==> src/rtl/neopixel_frame_ctrl_if.sv <==
// Fetch port to the pixel store plus value/valid/busy handshake to the bit writer.
// The frame sequencer is the master on both; the store and writer sit behind the slave side.
interface neopixel_frame_ctrl_if;
   logic [7:0]  pix_addr;
   logic        pix_req;
   logic [23:0] pix_data;
   logic        bit_value;
   logic        bit_valid;
   logic        bit_busy;

   modport master (
      output pix_addr, pix_req, bit_value, bit_valid,
      input  pix_data, bit_busy
   );

   modport slave (
      input  pix_addr, pix_req, bit_value, bit_valid,
      output pix_data, bit_busy
   );
endinterface

==> src/rtl/neopixel_frame_ctrl.sv <==
// NeoPixel frame sequencer: fetches NUM_PIXELS GRB words, feeds them MSB-first to the
// single-bit writer one handshake at a time, then holds the line low for the latch period.
module neopixel_frame_ctrl #(
   parameter int NUM_PIXELS  = 8,           // 1..255
   parameter int CLK_HZ      = 12_000_000,
   parameter int RESET_US    = 80,          // must give at least one latch cycle
   parameter int ACK_TIMEOUT = 1024
) (
   input  logic                 CLK,
   input  logic                 RSTN,
   input  logic                 start,
   neopixel_frame_ctrl_if.master np,
   output logic                 frame_busy,
   output logic                 frame_done,
   output logic                 err
);

   localparam int LATCH_CYCLES = (CLK_HZ / 1_000_000) * RESET_US;
   localparam int TMO_W        = $clog2(ACK_TIMEOUT + 1);
   localparam int LAT_W        = $clog2(LATCH_CYCLES + 1);

   localparam logic [7:0]       LAST_PIX = 8'(NUM_PIXELS - 1);
   localparam logic [TMO_W-1:0] TMO_LAST = TMO_W'(ACK_TIMEOUT - 1);
   localparam logic [LAT_W-1:0] LAT_LAST = LAT_W'(LATCH_CYCLES - 1);

   typedef enum logic [2:0] {
      IDLE,
      FETCH,
      LOAD,
      SEND,
      WAIT_ACK,
      WAIT_DONE,
      LATCH,
      DONE
   } state_t;

   state_t           state, state_d;
   logic [7:0]       pix_cnt, pix_cnt_d;
   logic [4:0]       bit_cnt, bit_cnt_d;
   logic [23:0]      shift, shift_d;
   logic [TMO_W-1:0] tmo_cnt, tmo_cnt_d;
   logic [LAT_W-1:0] lat_cnt, lat_cnt_d;

   // The MSB of the shift register is the bit on the wire: it changes only on entry
   // to SEND, so bit_value is a flop output that holds until the next bit is issued.
   assign np.bit_value = shift[23];

   // NOTE: every output and next-state variable gets a default before the case so no
   // path through the block leaves one unassigned, which would infer a latch.
   always_comb begin
      state_d      = state;
      pix_cnt_d    = pix_cnt;
      bit_cnt_d    = bit_cnt;
      shift_d      = shift;
      tmo_cnt_d    = tmo_cnt;
      lat_cnt_d    = lat_cnt;
      np.pix_req   = 1'b0;
      np.pix_addr  = '0;
      np.bit_valid = 1'b0;
      err          = 1'b0;
      frame_done   = 1'b0;
      frame_busy   = (state != IDLE);

      case (state)
         IDLE: begin
            if (start) begin
               pix_cnt_d = '0;
               state_d   = FETCH;
            end
         end

         FETCH: begin
            np.pix_req  = 1'b1;
            np.pix_addr = pix_cnt;
            state_d     = LOAD;
         end

         // The store answers one cycle after pix_req, so pix_data is looked at only here.
         LOAD: begin
            shift_d   = np.pix_data;
            bit_cnt_d = 5'd23;
            state_d   = SEND;
         end

         SEND: begin
            np.bit_valid = 1'b1;
            tmo_cnt_d    = '0;
            state_d      = WAIT_ACK;
         end

         WAIT_ACK: begin
            if (np.bit_busy) begin
               state_d = WAIT_DONE;
            end else if (tmo_cnt == TMO_LAST) begin
               err     = 1'b1;
               state_d = IDLE;
            end else begin
               tmo_cnt_d = tmo_cnt + TMO_W'(1);
            end
         end

         WAIT_DONE: begin
            if (!np.bit_busy) begin
               if (bit_cnt != 5'd0) begin
                  shift_d   = {shift[22:0], 1'b0};
                  bit_cnt_d = bit_cnt - 5'd1;
                  state_d   = SEND;
               end else if (pix_cnt != LAST_PIX) begin
                  pix_cnt_d = pix_cnt + 8'd1;
                  state_d   = FETCH;
               end else begin
                  lat_cnt_d = '0;
                  state_d   = LATCH;
               end
            end
         end

         LATCH: begin
            if (lat_cnt == LAT_LAST) begin
               state_d = DONE;
            end else begin
               lat_cnt_d = lat_cnt + LAT_W'(1);
            end
         end

         DONE: begin
            frame_done = 1'b1;
            state_d    = IDLE;
         end

         default: state_d = IDLE;
      endcase
   end

   // NOTE: state registers use non-blocking assignments so every flop samples the
   // values from before the edge, independent of statement order.
   always_ff @(posedge CLK or negedge RSTN) begin
      if (!RSTN) begin
         state   <= IDLE;
         pix_cnt <= '0;
         bit_cnt <= '0;
         // NOTE: the shift register is reset too, because its MSB drives bit_value
         // and that output must read 0 while reset is held.
         shift   <= '0;
         tmo_cnt <= '0;
         lat_cnt <= '0;
      end else begin
         state   <= state_d;
         pix_cnt <= pix_cnt_d;
         bit_cnt <= bit_cnt_d;
         shift   <= shift_d;
         tmo_cnt <= tmo_cnt_d;
         lat_cnt <= lat_cnt_d;
      end
   end

endmodule

==> src/flat_wrapper.sv <==
// flat-port wrapper written by rule: the top's interface ports become plain ports
module neopixel_frame_ctrl_flat 
#(
   parameter int NUM_PIXELS  = 8,                    
   parameter int CLK_HZ      = 12_000_000,
   parameter int RESET_US    = 80,                                               
   parameter int ACK_TIMEOUT = 1024
)
  (CLK, RSTN, start, frame_busy, frame_done, err, np_pix_addr, np_pix_req, np_bit_value, np_bit_valid, np_pix_data, np_bit_busy);
  neopixel_frame_ctrl_if np_i ();
  input  logic CLK;
  input  logic RSTN;
  input  logic start;
  output logic frame_busy;
  output logic frame_done;
  output logic err;
  output wire logic [$bits(np_i.pix_addr)-1:0] np_pix_addr;
  output wire logic [$bits(np_i.pix_req)-1:0] np_pix_req;
  output wire logic [$bits(np_i.bit_value)-1:0] np_bit_value;
  output wire logic [$bits(np_i.bit_valid)-1:0] np_bit_valid;
  input wire logic [$bits(np_i.pix_data)-1:0] np_pix_data;
  input wire logic [$bits(np_i.bit_busy)-1:0] np_bit_busy;
  assign np_pix_addr = np_i.pix_addr;
  assign np_pix_req = np_i.pix_req;
  assign np_bit_value = np_i.bit_value;
  assign np_bit_valid = np_i.bit_valid;
  assign np_i.pix_data = np_pix_data;
  assign np_i.bit_busy = np_bit_busy;
  neopixel_frame_ctrl #(.NUM_PIXELS(NUM_PIXELS), .CLK_HZ(CLK_HZ), .RESET_US(RESET_US), .ACK_TIMEOUT(ACK_TIMEOUT)) u_core (.CLK(CLK), .RSTN(RSTN), .start(start), .np(np_i), .frame_busy(frame_busy), .frame_done(frame_done), .err(err));
endmodule
==> config.mk <==
export PLATFORM = sky130hd
export DESIGN_NAME = neopixel_frame_ctrl_flat
export DESIGN_NICKNAME = d
export VERILOG_FILES = /design/src/rtl/neopixel_frame_ctrl_if.sv /design/src/rtl/neopixel_frame_ctrl.sv /design/src/flat_wrapper.sv
export SDC_FILE = /design/constraint.sdc
export NUM_CORES = 1
export LEC_CHECK = 0
export BUFFER_PORTS_ARGS = -buffer_cell sky130_fd_sc_hd__buf_2
export CORE_UTILIZATION = 53
export DETAILED_ROUTE_END_ITERATION = 8
export PLACE_DENSITY_LB_ADDON = 0.1
export SKIP_CTS_REPAIR_TIMING = 1
export SYNTH_ARGS = -nofsm -noshare
export SYNTH_HDL_FRONTEND = slang
export SYNTH_SLANG_ARGS = --single-unit
==> constraint.sdc <==
create_clock -name CLK -period 1.9 [get_ports CLK]
set_input_delay 0.19 -clock CLK [delete_from_list [all_inputs] [get_ports CLK]]
set_output_delay 0.19 -clock CLK [all_outputs]
set_load 0.1 [all_outputs]
* Word-level counts from Yosys, hierarchy flattened
Cells that the tools add are included.
Widths: inputs -> output; s select.
** Word-level totals
- Bits in read-only memories :: 0
- Logic and storage cells :: 77
- Bits in latches :: 0
- Memory bits (writable) :: 0
- Memories kept :: 0
- Input port bits :: 28
- Register bits :: 61
- Output and inout port bits :: 14
** Cells by class
- Equal/unequal tests :: 21
- Reductions and logical operators :: 12
- Bitwise logic cells :: 0
- Shift operators :: 0
- Divide/modulo/power cells :: 0
- Add/subtract/negate cells :: 4
- $lt $le $gt $ge :: 0
- Mux-type cells :: 34
- $mul :: 0
** Operator list (count)
- $mux 24 :: 2
- $pmux 24 s2 :: 1
- $mux 10 :: 4
- $mux 8 :: 5
- $pmux 3 s8 :: 1
- $mux 11 :: 2
- $pmux 11 s2 :: 1
- $mux 3 :: 7
- $pmux 10 s2 :: 1
- $pmux 8 s2 :: 1
- $ne 2x2->1 const B :: 7
- $eq 3x3->1 const B :: 4
- $add 11x1->11 const B :: 1
- $eq 11x10->1 const B :: 1
- $add 10x1->10 const B :: 1
- $eq 10x10->1 const B :: 1
- $mux 5 :: 2
- $pmux 5 s2 :: 1
- $reduce_and 5->1 :: 2
- $add 8x1->8 const B :: 1
- $ne 8x3->1 const B :: 1
- $reduce_bool 2->1 :: 4
- $eq 3x2->1 const B :: 2
- $mux 1 :: 6
- other kinds (9) :: 12

* Logic depth before layout (Yosys ltp)
Gate-level depths: netlist of the first run.
- Word-level depth :: 5
- Depth in mapped cells :: 8
- Gate-level depth less buffers :: 6

* Worst setup path after synthesis of the first run
OpenSTA, ideal clock, no wires.
- Path kind :: flip-flop to output port
- Start point :: register u_core.state[0]
- End point :: output port np_pix_addr[2]
- Data required time :: 1.710 ns
- Buffers on the path :: 1
- Stages on the path, launching flop included :: 5
- Arrival time :: 3.951 ns
- Slack :: -2.241 ns
- Cells stage by stage :: dfrtp_1 > clkbuf_1 > inv_1 > nor3_1 > and2_1
** Between the ends
- Longest elaborated chain between the ends :: 2
** RTL lines
- start: declaration :: line neopixel_frame_ctrl.sv:37 : state_t state, state_d;
- start signal: assignment :: line neopixel_frame_ctrl.sv:148 : state <= state_d;
- $eq 3x1->1 :: line neopixel_frame_ctrl.sv:64 : case (state)
- $mux 8 :: line neopixel_frame_ctrl.sv:64
- end: declaration :: line flat_wrapper.sv:17 : output wire logic [$bits(np_i.pix_addr)-1:0] np_pix_addr;
No other way between the ends.

* Worst setup path in the final report of the first run
- Start point :: register u_core.state[1]
- End point :: output port err
** Between the ends
- Longest elaborated chain between the ends :: 2
** RTL lines
- $eq 3x3->1 :: line neopixel_frame_ctrl.sv:64
- $mux 1 :: line neopixel_frame_ctrl.sv:64
- end: declaration :: line flat_wrapper.sv:16 : output logic err;
No other way between the ends.

==> results.sh, run 1 <==
export IMPL_routed_via_count=3234
export IMPL_drt_total_wl_um=8820
export IMPL_clkSlewWorstSetupHoldPaths_ns=0.07
export IMPL_drv_slew=0
export IMPL_ys_warn_count=0
export IMPL_arrival_ns=1.76
export IMPL_fin_crit_sh=1.026
export IMPL_syn_area_um2=3490
export IMPL_syn_nets=412
export IMPL_synth_top_cells_by_count="91 x nand2_1, 61 x dfrtp_1, 26 x mux2_2, 21 x nand3_1"
export IMPL_postSynthCellCount=380
export IMPL_fin_nets=492
export IMPL_start_util=0.5496
export IMPL_critPathMaxStageDelay_ns=0.42
export IMPL_cp_end_kind="output port"
export IMPL_grt_pass1_wl_um=14370
export IMPL_grt_max_degree=41
export IMPL_clock_sinks=61
export IMPL_netlist_top_cells_area="dfrtp_1 44%, nand2_1 9.8%, mux2_2 8.4%"
export IMPL_fin_util=0.7257
export IMPL_grt_ovfl_total=0
export IMPL_h_tree_depth=3
export IMPL_antenna_found_initial=0
export IMPL_area_growth_pct=32.05
export IMPL_rsz0062_at_grt="true"
export IMPL_cap_violations=0
export IMPL_setup_slack_ns=-0.04946
export IMPL_die_w_um=83.14
export IMPL_drc=0
export IMPL_vias_per_cell=5.967
export IMPL_io_buffers=41
export IMPL_finalCriticalPeriod_ns=1.949
export IMPL_wire_per_inst_um=16.27
export IMPL_leakage_nw=2.050
export IMPL_gp_congestion=0.8472
export IMPL_placed_area_um2=4248
export IMPL_drive_gt1_frac=0.3570
export IMPL_fill_cells=490
export IMPL_yosysTopAreaCell="dfrtp_1"
export IMPL_avgSynthCellArea_um2=9.183
export IMPL_crit_chain="buf_6 -> nor3b_4 -> buf_4 -> nand2_1 -> nor2_4 -> buf_12"
export IMPL_violations="setup timing"
export IMPL_setup_viol=8
export IMPL_synth_cell_type_count=63
export IMPL_worstPathRequired_ns=1.71
export IMPL_finalInstanceArea_um2=4608
export IMPL_ioPinCount=42
export IMPL_drt_iter0_markers=218
export IMPL_grt_pass1_vias=3163
export IMPL_ant_nets=0
export IMPL_rows=29
export IMPL_tightest_slew_ns=0.5532
export IMPL_die_h_um=83.14
export IMPL_yosys_register_bits=61
export IMPL_cts_max_path_buffers=2
export IMPL_outcome="finished with violations"
export IMPL_yosys_area_top_type_share=0.4374
export IMPL_synth_ff_type="dfrtp_1"
export IMPL_dp_hpwl_um=5754
export IMPL_yosysSeqAreaShare=0.4374
export IMPL_cp_slowest_cell="dfrtp_1"
export IMPL_min_path_type="in2reg"
export IMPL_cts_root_buf="clkbuf_8"
export IMPL_clk_latency_ns=0.35
export IMPL_p_total_w=0.006054
export IMPL_track_usage=0.2569
export IMPL_vdd_drop_max_mv=0.7913
export IMPL_dr_pass1_iters=4
export IMPL_fp_dieArea_um2=6912
export IMPL_hold_ws_ns=0.09814
export IMPL_numCtsBuffers=9
export IMPL_synth_edf_count=0
export IMPL_coreArea_um2=6350
export IMPL_diodes=0
export IMPL_crit_fanout=8
export IMPL_cts_tree="yes"
export IMPL_critPathKind="reg2out"
export IMPL_timing_fmax_ghz=0.5130
export IMPL_powerDensity_nw_per_um2=1314
export IMPL_finalClockSkew_ns=0.01152
export IMPL_relSlewSlack=0.6312
export IMPL_hold_violations=0
export IMPL_worst_setup_path_start_kind="flip-flop"
export IMPL_synth_most_common_cell="nand2_1"
export IMPL_async_reset_ff_frac=1.000
[stage by stage]
step	std cells	TNS, ns	setup slack (ns)
floorplan	380	-1.731	-0.2835
CTS	530	-0.8606	-0.1508
finish	542	-0.1158	-0.04946
detailed placement	514	0	0.01168
global placement	514	0	0.06425
global route	542	-2.314	-0.1288
[worst paths after layout]
path	end	cells after the start	slack, ns	start
worst min register to register	u_core.shift[14]	1	0.51	u_core.shift[14]
min in group asynchronous	u_core.lat_cnt[9]	2	0.37	RSTN
max in group asynchronous	u_core.shift[6]	3	0.93	RSTN
worst min-delay path	u_core.shift[0]	3	0.1	np_pix_data[0]
worst max-delay path	err	6	-0.05	u_core.state[1]
worst max register to register	u_core.pix_cnt[1]	6	-0.04	u_core.bit_cnt[0]
[cell families after synthesis]
kind of cell	count (synthesis)	synth area share
multiplexers	31	0.09824
XOR/XNOR	1	0.002510
AO/OA/AOI/OAI	81	0.1728
buffers and inverters	30	0.03693
adder cells (fa/ha/maj)	4	0.01434
flip-flops	61	0.4374
AND/OR/NAND/NOR	172	0.2377
[metal layers]
layer | wire (µm) | vias to the layer above | track usage | part of all wire
li1 | - | 1538 | - | -
met1 | 3810 | 1568 | 0.3314 | 0.43
met2 | 4431 | 104 | 0.4307 | 0.50
met3 | 335 | 24 | 0.03777 | 0.038
met4 | 243 | 0 | 0.1113 | 0.028
met5 | 0 | - | 0 | 0
[where the power goes]
part           total, W  switching (W)  leakage [nW]  internal (W)
logic           0.00292        0.00160          1.21       0.00132
registers       0.00209       0.000344         0.750       0.00174
clock network   0.00105       0.000509        0.0921      0.000538
[cell usage in the layout (no fill, tap or decap), types with 5 or more instances in the layout]
cell type / synthesis / routed
nor2_1: 14 / 13
buf_2: 4 / 29
clkbuf_8: 0 / 11
dfrtp_1: 61 / 59
and2_4: 0 / 6
mux2_2: 26 / 26
mux2i_1: 5 / 5
a31oi_1: 10 / 10
o21a_1: 5 / 5
a21oi_1: 14 / 11
buf_12: 0 / 13
nor4_1: 7 / 5
inv_1: 12 / 8
nand3_1: 21 / 20
buf_4: 1 / 40
nand2_1: 91 / 91
o21ai_0: 12 / 12
[flip-flops by register name, summed over array words and instances (netlist names)]
signal,flops
u_core.bit_cnt,5
u_core.state,3
u_core.lat_cnt,10
u_core.shift,24
u_core.pix_cnt,8
u_core.tmo_cnt,11
[critical path, delay by kind of cell, from the launching register on]
kind,cells,cell delay (ns)
buffers and inverters,3,0.53
and+or+nand+nor,3,0.47
DFF,1,0.42
[layout make-up]
cell class | instances | area, µm² | share of cell area
multi-input combinational | 289 | 1989 | 0.4317
sequential | 61 | 1529 | 0.3318
timing repair buffer | 87 | 764.5 | 0.1659
clock buffer | 12 | 155.1 | 0.03367
tap | 77 | 96.34 | 0.02091
inverter | 12 | 51.30 | 0.01113
clock inverter | 4 | 22.52 | 0.004887
Note: power is estimated with default switching activity, not from simulation.
==> inputs of run 2 (changes only) <==
Settings changed: PLACE_DENSITY set to 0.88, PLACE_DENSITY_LB_ADDON 0.1 to not set.
==> run 2 against run 1 <==
  * The flow still finishes with violations (setup timing)
  * Sequential power rose by 2%
  * Total power rose by 6.5%
  * Critical path depth did not move
  * Non-clock buffer count fell by 2
  * Design area rose by 1.9%
  * Final cell count fell by 0.37%
  * Die area did not move
  * Combinational power rose by 6.8%
==> results.sh, run 2 (synthesized netlist as in run 1, its figures left out) <==
export IMPL_outcome="finished with violations"
export IMPL_violations="setup timing"
export IMPL_leakage_nw=2.080
export IMPL_clkSlewWorstSetupHoldPaths_ns=0.07
export IMPL_fin_crit_sh=1.040
export IMPL_sequentialPowerShare=0.332
export IMPL_top_usage_layer="met2"
export IMPL_cp_end_kind="flip-flop"
export IMPL_start_util=0.5496
export IMPL_cts_root_buf="clkbuf_8"
export IMPL_drt_total_wl_um=9917
export IMPL_worst_setup_path_start_kind="flip-flop"
export IMPL_setup_slack_ns=-0.07565
export IMPL_vdd_drop_max_mv=1.113
export IMPL_cts_max_path_buffers=2
export IMPL_worstHoldPathCells=3
export IMPL_min_from="np_pix_data[0]"
export IMPL_numCtsBuffers=9
export IMPL_grt_pass1_vias=3182
export IMPL_layout_common_cells="91 x nand2_1, 58 x dfrtp_1, 34 x buf_4, 29 x buf_2, 26 x mux2_2"
export IMPL_largest_register_ffs=24
export IMPL_crit_fanout=8
export IMPL_timing_fmax_ghz=0.5062
export IMPL_ant_nets=0
export IMPL_critPathMaxStageDelay_ns=0.47
export IMPL_antenna_found_initial=0
export IMPL_p_total_w=0.006447
export IMPL_r2r_cells=6
export IMPL_cp_slowest_cell="o41ai_1"
export IMPL_grt_use_met3=0.04175
export IMPL_pwr_share_clk=0.185
export IMPL_area_growth_pct=34.60
export IMPL_p_sw_w=0.002660
export IMPL_setup_viol=36
export IMPL_io_buffers=41
export IMPL_min_path_type="in2reg"
export IMPL_drv_slew=0
export IMPL_finalCriticalPeriod_ns=1.976
export IMPL_r2r_slack_ns=-0.08
export IMPL_hold_end="u_core.shift[0]"
export IMPL_worstPathRequired_ns=2.17
export IMPL_grt_pass1_wl_um=14780
export IMPL_worst_path_most_repeated_cell="o21ai_0"
export IMPL_fin_nets=490
export IMPL_switching_share=0.4126
export IMPL_r2r_end="u_core.state[0]"
export IMPL_vias_per_cell=6.509
export IMPL_rows=29
export IMPL_die_h_um=83.14
export IMPL_ioPinCount=42
export IMPL_cts_tree="yes"
export IMPL_cap_violations=0
export IMPL_fill_cells=374
export IMPL_clk_latency_ns=0.36
export IMPL_relSlewSlack=0.6863
export IMPL_track_usage=0.2635
export IMPL_r2r_start="u_core.tmo_cnt[1]"
export IMPL_cp_startpoint="u_core.tmo_cnt[1]"
export IMPL_hold_violations=0
export IMPL_powerDensity_nw_per_um2=1373
export IMPL_dr_pass1_iters=7
export IMPL_internal_power_w=0.003787
export IMPL_arrival_ns=2.25
export IMPL_gp_congestion=0.9044
export IMPL_diodes=0
export IMPL_critPathKind="reg2reg"
export IMPL_finalClockSkew_ns=0.006946
export IMPL_crit_buf_inv=1
export IMPL_crit_chain="ha_1 -> nand2_1 -> o41ai_1 -> buf_4 -> o21ai_0 -> o21ai_0"
export IMPL_layout_cells_non_filler=540
export IMPL_top_regs="u_core.shift x24, u_core.tmo_cnt x11, u_core.lat_cnt x10"
export IMPL_routed_via_count=3515
export IMPL_drt_iter0_markers=584
export IMPL_regMostFlops="u_core.shift"
export IMPL_crit_family="compound AO/OA/AOI/OAI gates"
export IMPL_fp_dieArea_um2=6912
export IMPL_grt_ovfl_total=0
export IMPL_final_common_cell="nand2_1"
export IMPL_dp_hpwl_um=5761
export IMPL_tightest_slew_ns=0.4662
export IMPL_combPwrFrac=0.483
export IMPL_met2_usage=0.4449
export IMPL_placed_cells=509
export IMPL_die_w_um=83.14
export IMPL_grt_max_degree=62
export IMPL_clock_sinks=61
export IMPL_tns_ns=-1.652
export IMPL_rsz0062_at_grt="true"
export IMPL_drc=0
export IMPL_drive_gt1_frac=0.3693
export IMPL_wire_per_inst_um=18.36
export IMPL_coreArea_um2=6350
export IMPL_grt_use_met1=0.3314
export IMPL_h_tree_depth=3
[run 2: cell types whose count changed in the layout (fill, tap and decap cells not counted), sizes merged]
| cell | before | now |
|---|---|---|
| clkinv | 3 | 4 |
| bufinv | 0 | 1 |
| clkbuf | 12 | 11 |
| clkinvlp | 2 | 3 |
| buf | 86 | 82 |
[run 2: through the flow]
| step | worst slack [ns] | area, µm² | hold WS, ns | util |
|---|---|---|---|---|
| 2_1_floorplan | -0.2835 | 3608 | -0.1056 | - |
| 3_3_place_gp | 0.05927 | 4210 | 0.2232 | 0.6631 |
| 3_5_place_dp | -0.01487 | 4210 | 0.2243 | 0.6631 |
| 4_1_cts | -0.1938 | 4410 | -0.1479 | 0.6946 |
| 5_1_grt | -0.1474 | 4697 | 0.1537 | 0.7397 |
| 6_report | -0.07565 | 4697 | 0.1246 | 0.7397 |
[run 2: final cells by class]
cell class	count	area, µm²	share of cell area
clock buffers	9	123.9	0.02637
clock inverters	7	76.32	0.01625
inverters	12	51.30	0.01092
multi-input cells	289	2014	0.4289
flip-flops and latches	61	1530	0.3258
well taps	77	96.34	0.02051
repair buffers	85	804.5	0.1713
[run 2: how the worst max path moves through the flow]
stage | cells after the start | end | slack [ns]
2_1_floorplan | 3 | np_pix_addr[2] | -0.28
3_3_place_gp | 7 | u_core.pix_cnt[7] | 0.06
3_5_place_dp | 7 | u_core.pix_cnt[3] | -0.01
4_1_cts | 5 | np_pix_addr[5] | -0.19
5_1_grt | 7 | u_core.pix_cnt[7] | -0.15
6_report | 6 | u_core.state[0] | -0.08
[run 2: tightest hold or removal path: stages]
cell     delay [ns]
buf_2          0.08
nand2_1        0.05
o21ai_1        0.11
[run 2: routing by layer]
layer	up-vias	routed length, µm	share of wire
met5	-	0	0
met4	0	419	0.042
met3	61	654	0.066
met2	200	4904	0.49
met1	1710	3939	0.40
li1	1544	-	-
[run 2: power by group through the flow]
| stage | logic (W) | clock network [W] | registers, W |
|---|---|---|---|
| CTS | 0.00265 | 0.00118 | 0.00211 |
| detailed placement | 0.00262 | 0 | 0.00213 |
| global route | 0.00334 | 0.00125 | 0.00219 |
| global placement | 0.00251 | 0 | 0.00209 |
| finish | 0.00312 | 0.00119 | 0.00214 |
| floorplan | 0.00194 | 0 | 0.00209 |
==> inputs of run 3 (changes only) <==
Settings changed: SKIP_LAST_GASP set to 1.
==> run 3 against run 2 <==
  * The flow still finishes with violations (setup timing)
  * Clock power hardly changed
  * Clock-buffer cell count stayed put
  * Critical path depth stayed put
  * Combinational power hardly changed
  * Core utilization is 0.16 points lower
  * Design area is 0.21% lower
  * Global-route usage stayed put
  * Clock skew is 0.00092 ns higher
==> results.sh, run 3 (synthesized netlist as in run 1, its figures left out) <==
export IMPL_internal_power_w=0.003777
export IMPL_cap_violations=0
export IMPL_cts_tree="yes"
export IMPL_rsz0062_at_grt="true"
export IMPL_r2r_start="u_core.bit_cnt[1]"
export IMPL_drt_iter0_markers=538
export IMPL_crit_fanout=8
export IMPL_coreArea_um2=6350
export IMPL_clock_sinks=61
export IMPL_hold_ws_ns=0.1275
export IMPL_sequentialPowerShare=0.332
export IMPL_die_w_um=83.14
export IMPL_area_growth_pct=34.31
export IMPL_leakage_nw=2.077
export IMPL_arrival_ns=1.82
export IMPL_wire_per_inst_um=18.31
export IMPL_fin_nets=490
export IMPL_track_usage=0.2635
export IMPL_cp_end_kind="output port"
export IMPL_drt_met1_wl_um=3803
export IMPL_min_from="np_pix_data[0]"
export IMPL_highest_layer="met4"
export IMPL_io_buffers=41
export IMPL_fp_dieArea_um2=6912
export IMPL_pwr_share_clk=0.185
export IMPL_cts_root_buf="clkbuf_8"
export IMPL_routed_via_count=3491
export IMPL_min_path_type="in2reg"
export IMPL_cp_startpoint="u_core.state[1]"
export IMPL_clkSlewWorstSetupHoldPaths_ns=0.07
export IMPL_dr_wl_met3_um=749
export IMPL_antenna_found_initial=0
export IMPL_post_place_ws_ns=-0.01487
export IMPL_grt_pass1_wl_um=14780
export IMPL_critPathKind="reg2out"
export IMPL_top_regs="u_core.shift x24, u_core.tmo_cnt x11, u_core.lat_cnt x10"
export IMPL_fin_crit_sh=1.057
export IMPL_violations="setup timing"
export IMPL_rows=29
export IMPL_p_sw_w=0.002645
export IMPL_finalCriticalPeriod_ns=2.009
export IMPL_regMostFlops="u_core.shift"
export IMPL_tightest_slew_ns=0.4670
export IMPL_gp_congestion=0.9044
export IMPL_timing_fmax_ghz=0.4977
export IMPL_combPwrFrac=0.483
export IMPL_dp_hpwl_um=5761
export IMPL_numCtsBuffers=9
export IMPL_relSlewSlack=0.6858
export IMPL_drive_gt1_frac=0.3693
export IMPL_grt_max_degree=62
export IMPL_dr_pass1_iters=6
export IMPL_die_h_um=83.14
export IMPL_drv_slew=0
export IMPL_grt_ovfl_total=0
export IMPL_drt_total_wl_um=9885
export IMPL_diodes=0
export IMPL_largest_register_ffs=24
export IMPL_grt_pass1_vias=3182
export IMPL_powerDensity_nw_per_um2=1370
export IMPL_dr_wl_met2_um=4927
export IMPL_setup_viol=34
export IMPL_final_common_cell="nand2_1"
export IMPL_drc=0
export IMPL_outcome="finished with violations"
export IMPL_ant_nets=0
export IMPL_switching_share=0.4119
export IMPL_layout_common_cells="91 x nand2_1, 58 x dfrtp_1, 35 x buf_4, 29 x buf_2, 26 x mux2_2"
export IMPL_hold_violations=0
export IMPL_finalClockSkew_ns=0.007867
export IMPL_worst_setup_path_start_kind="flip-flop"
export IMPL_h_tree_depth=3
export IMPL_worstPathRequired_ns=1.71
export IMPL_ioPinCount=42
export IMPL_vdd_drop_max_mv=1.098
export IMPL_setup_slack_ns=-0.1091
export IMPL_start_util=0.5496
export IMPL_cts_max_path_buffers=2
export IMPL_vias_per_cell=6.465
export IMPL_clk_latency_ns=0.36
## run 3: changes by cell type in the layout (fill, tap and decap cells not counted)
cell / before / now
o21ai_1: 3 / 2
buf_6: 3 / 2
o21ai_0: 10 / 11
nor3b_4: 1 / 0
nor3b_2: 0 / 1
buf_4: 34 / 35
## run 3: final timing paths
check	endpoint	slack, ns	depth (start not counted)
worst max-delay path	err	-0.11	6
worst min-delay path	u_core.shift[0]	0.13	3
worst max register to register	u_core.shift[4]	-0.07	8
worst min register to register	u_core.shift[18]	0.51	1
max in group asynchronous	u_core.state[2]	1.23	3
min in group asynchronous	u_core.tmo_cnt[7]	0.37	3
## run 3: cell type report
class / count / area, µm²
flip-flops and latches: 61 / 1530
well taps: 77 / 96.34
fillers: 375 / 1663
clock buffers: 9 / 123.9
inverters: 12 / 51.30
clock inverters: 7 / 76.32
multi-input cells: 289 / 2008
repair buffers: 85 / 800.8
## run 3: per-stage QoR
stage          instances    util  total power [W]  cell area [µm²]  TNS (ns)
2_1_floorplan        380       -         0.004034             3608    -1.731
3_3_place_gp         509  0.6631         0.004601             4210         0
3_5_place_dp         509  0.6631         0.004747             4210  -0.02313
4_1_cts              525  0.6946         0.005934             4410    -1.530
5_1_grt              540  0.7381         0.006756             4687    -3.858
6_report             540  0.7381         0.006421             4687    -1.618
## run 3: routing by layer
metal,vias up,GRT usage
li1,1547,-
met1,1651,0.3314
met2,237,0.4449
met3,56,0.04175
met4,0,0.1238
met5,-,0
## run 3: critical path, stage by stage (launching register included)
cell and delay [ns]:
dfrtp_2 0.46, buf_4 0.16, nor3b_2 0.23, buf_4 0.19
nand2_1 0.10, nor2_4 0.14, buf_12 0.18
## run 3: power groups by stage
stage	combinational [W]	clock (W)	sequential, W
2_1_floorplan	0.00194	0	0.00209
3_3_place_gp	0.00251	0	0.00209
3_5_place_dp	0.00262	0	0.00213
4_1_cts	0.00265	0.00118	0.00211
5_1_grt	0.00332	0.00125	0.00219
6_report	0.00310	0.00119	0.00213
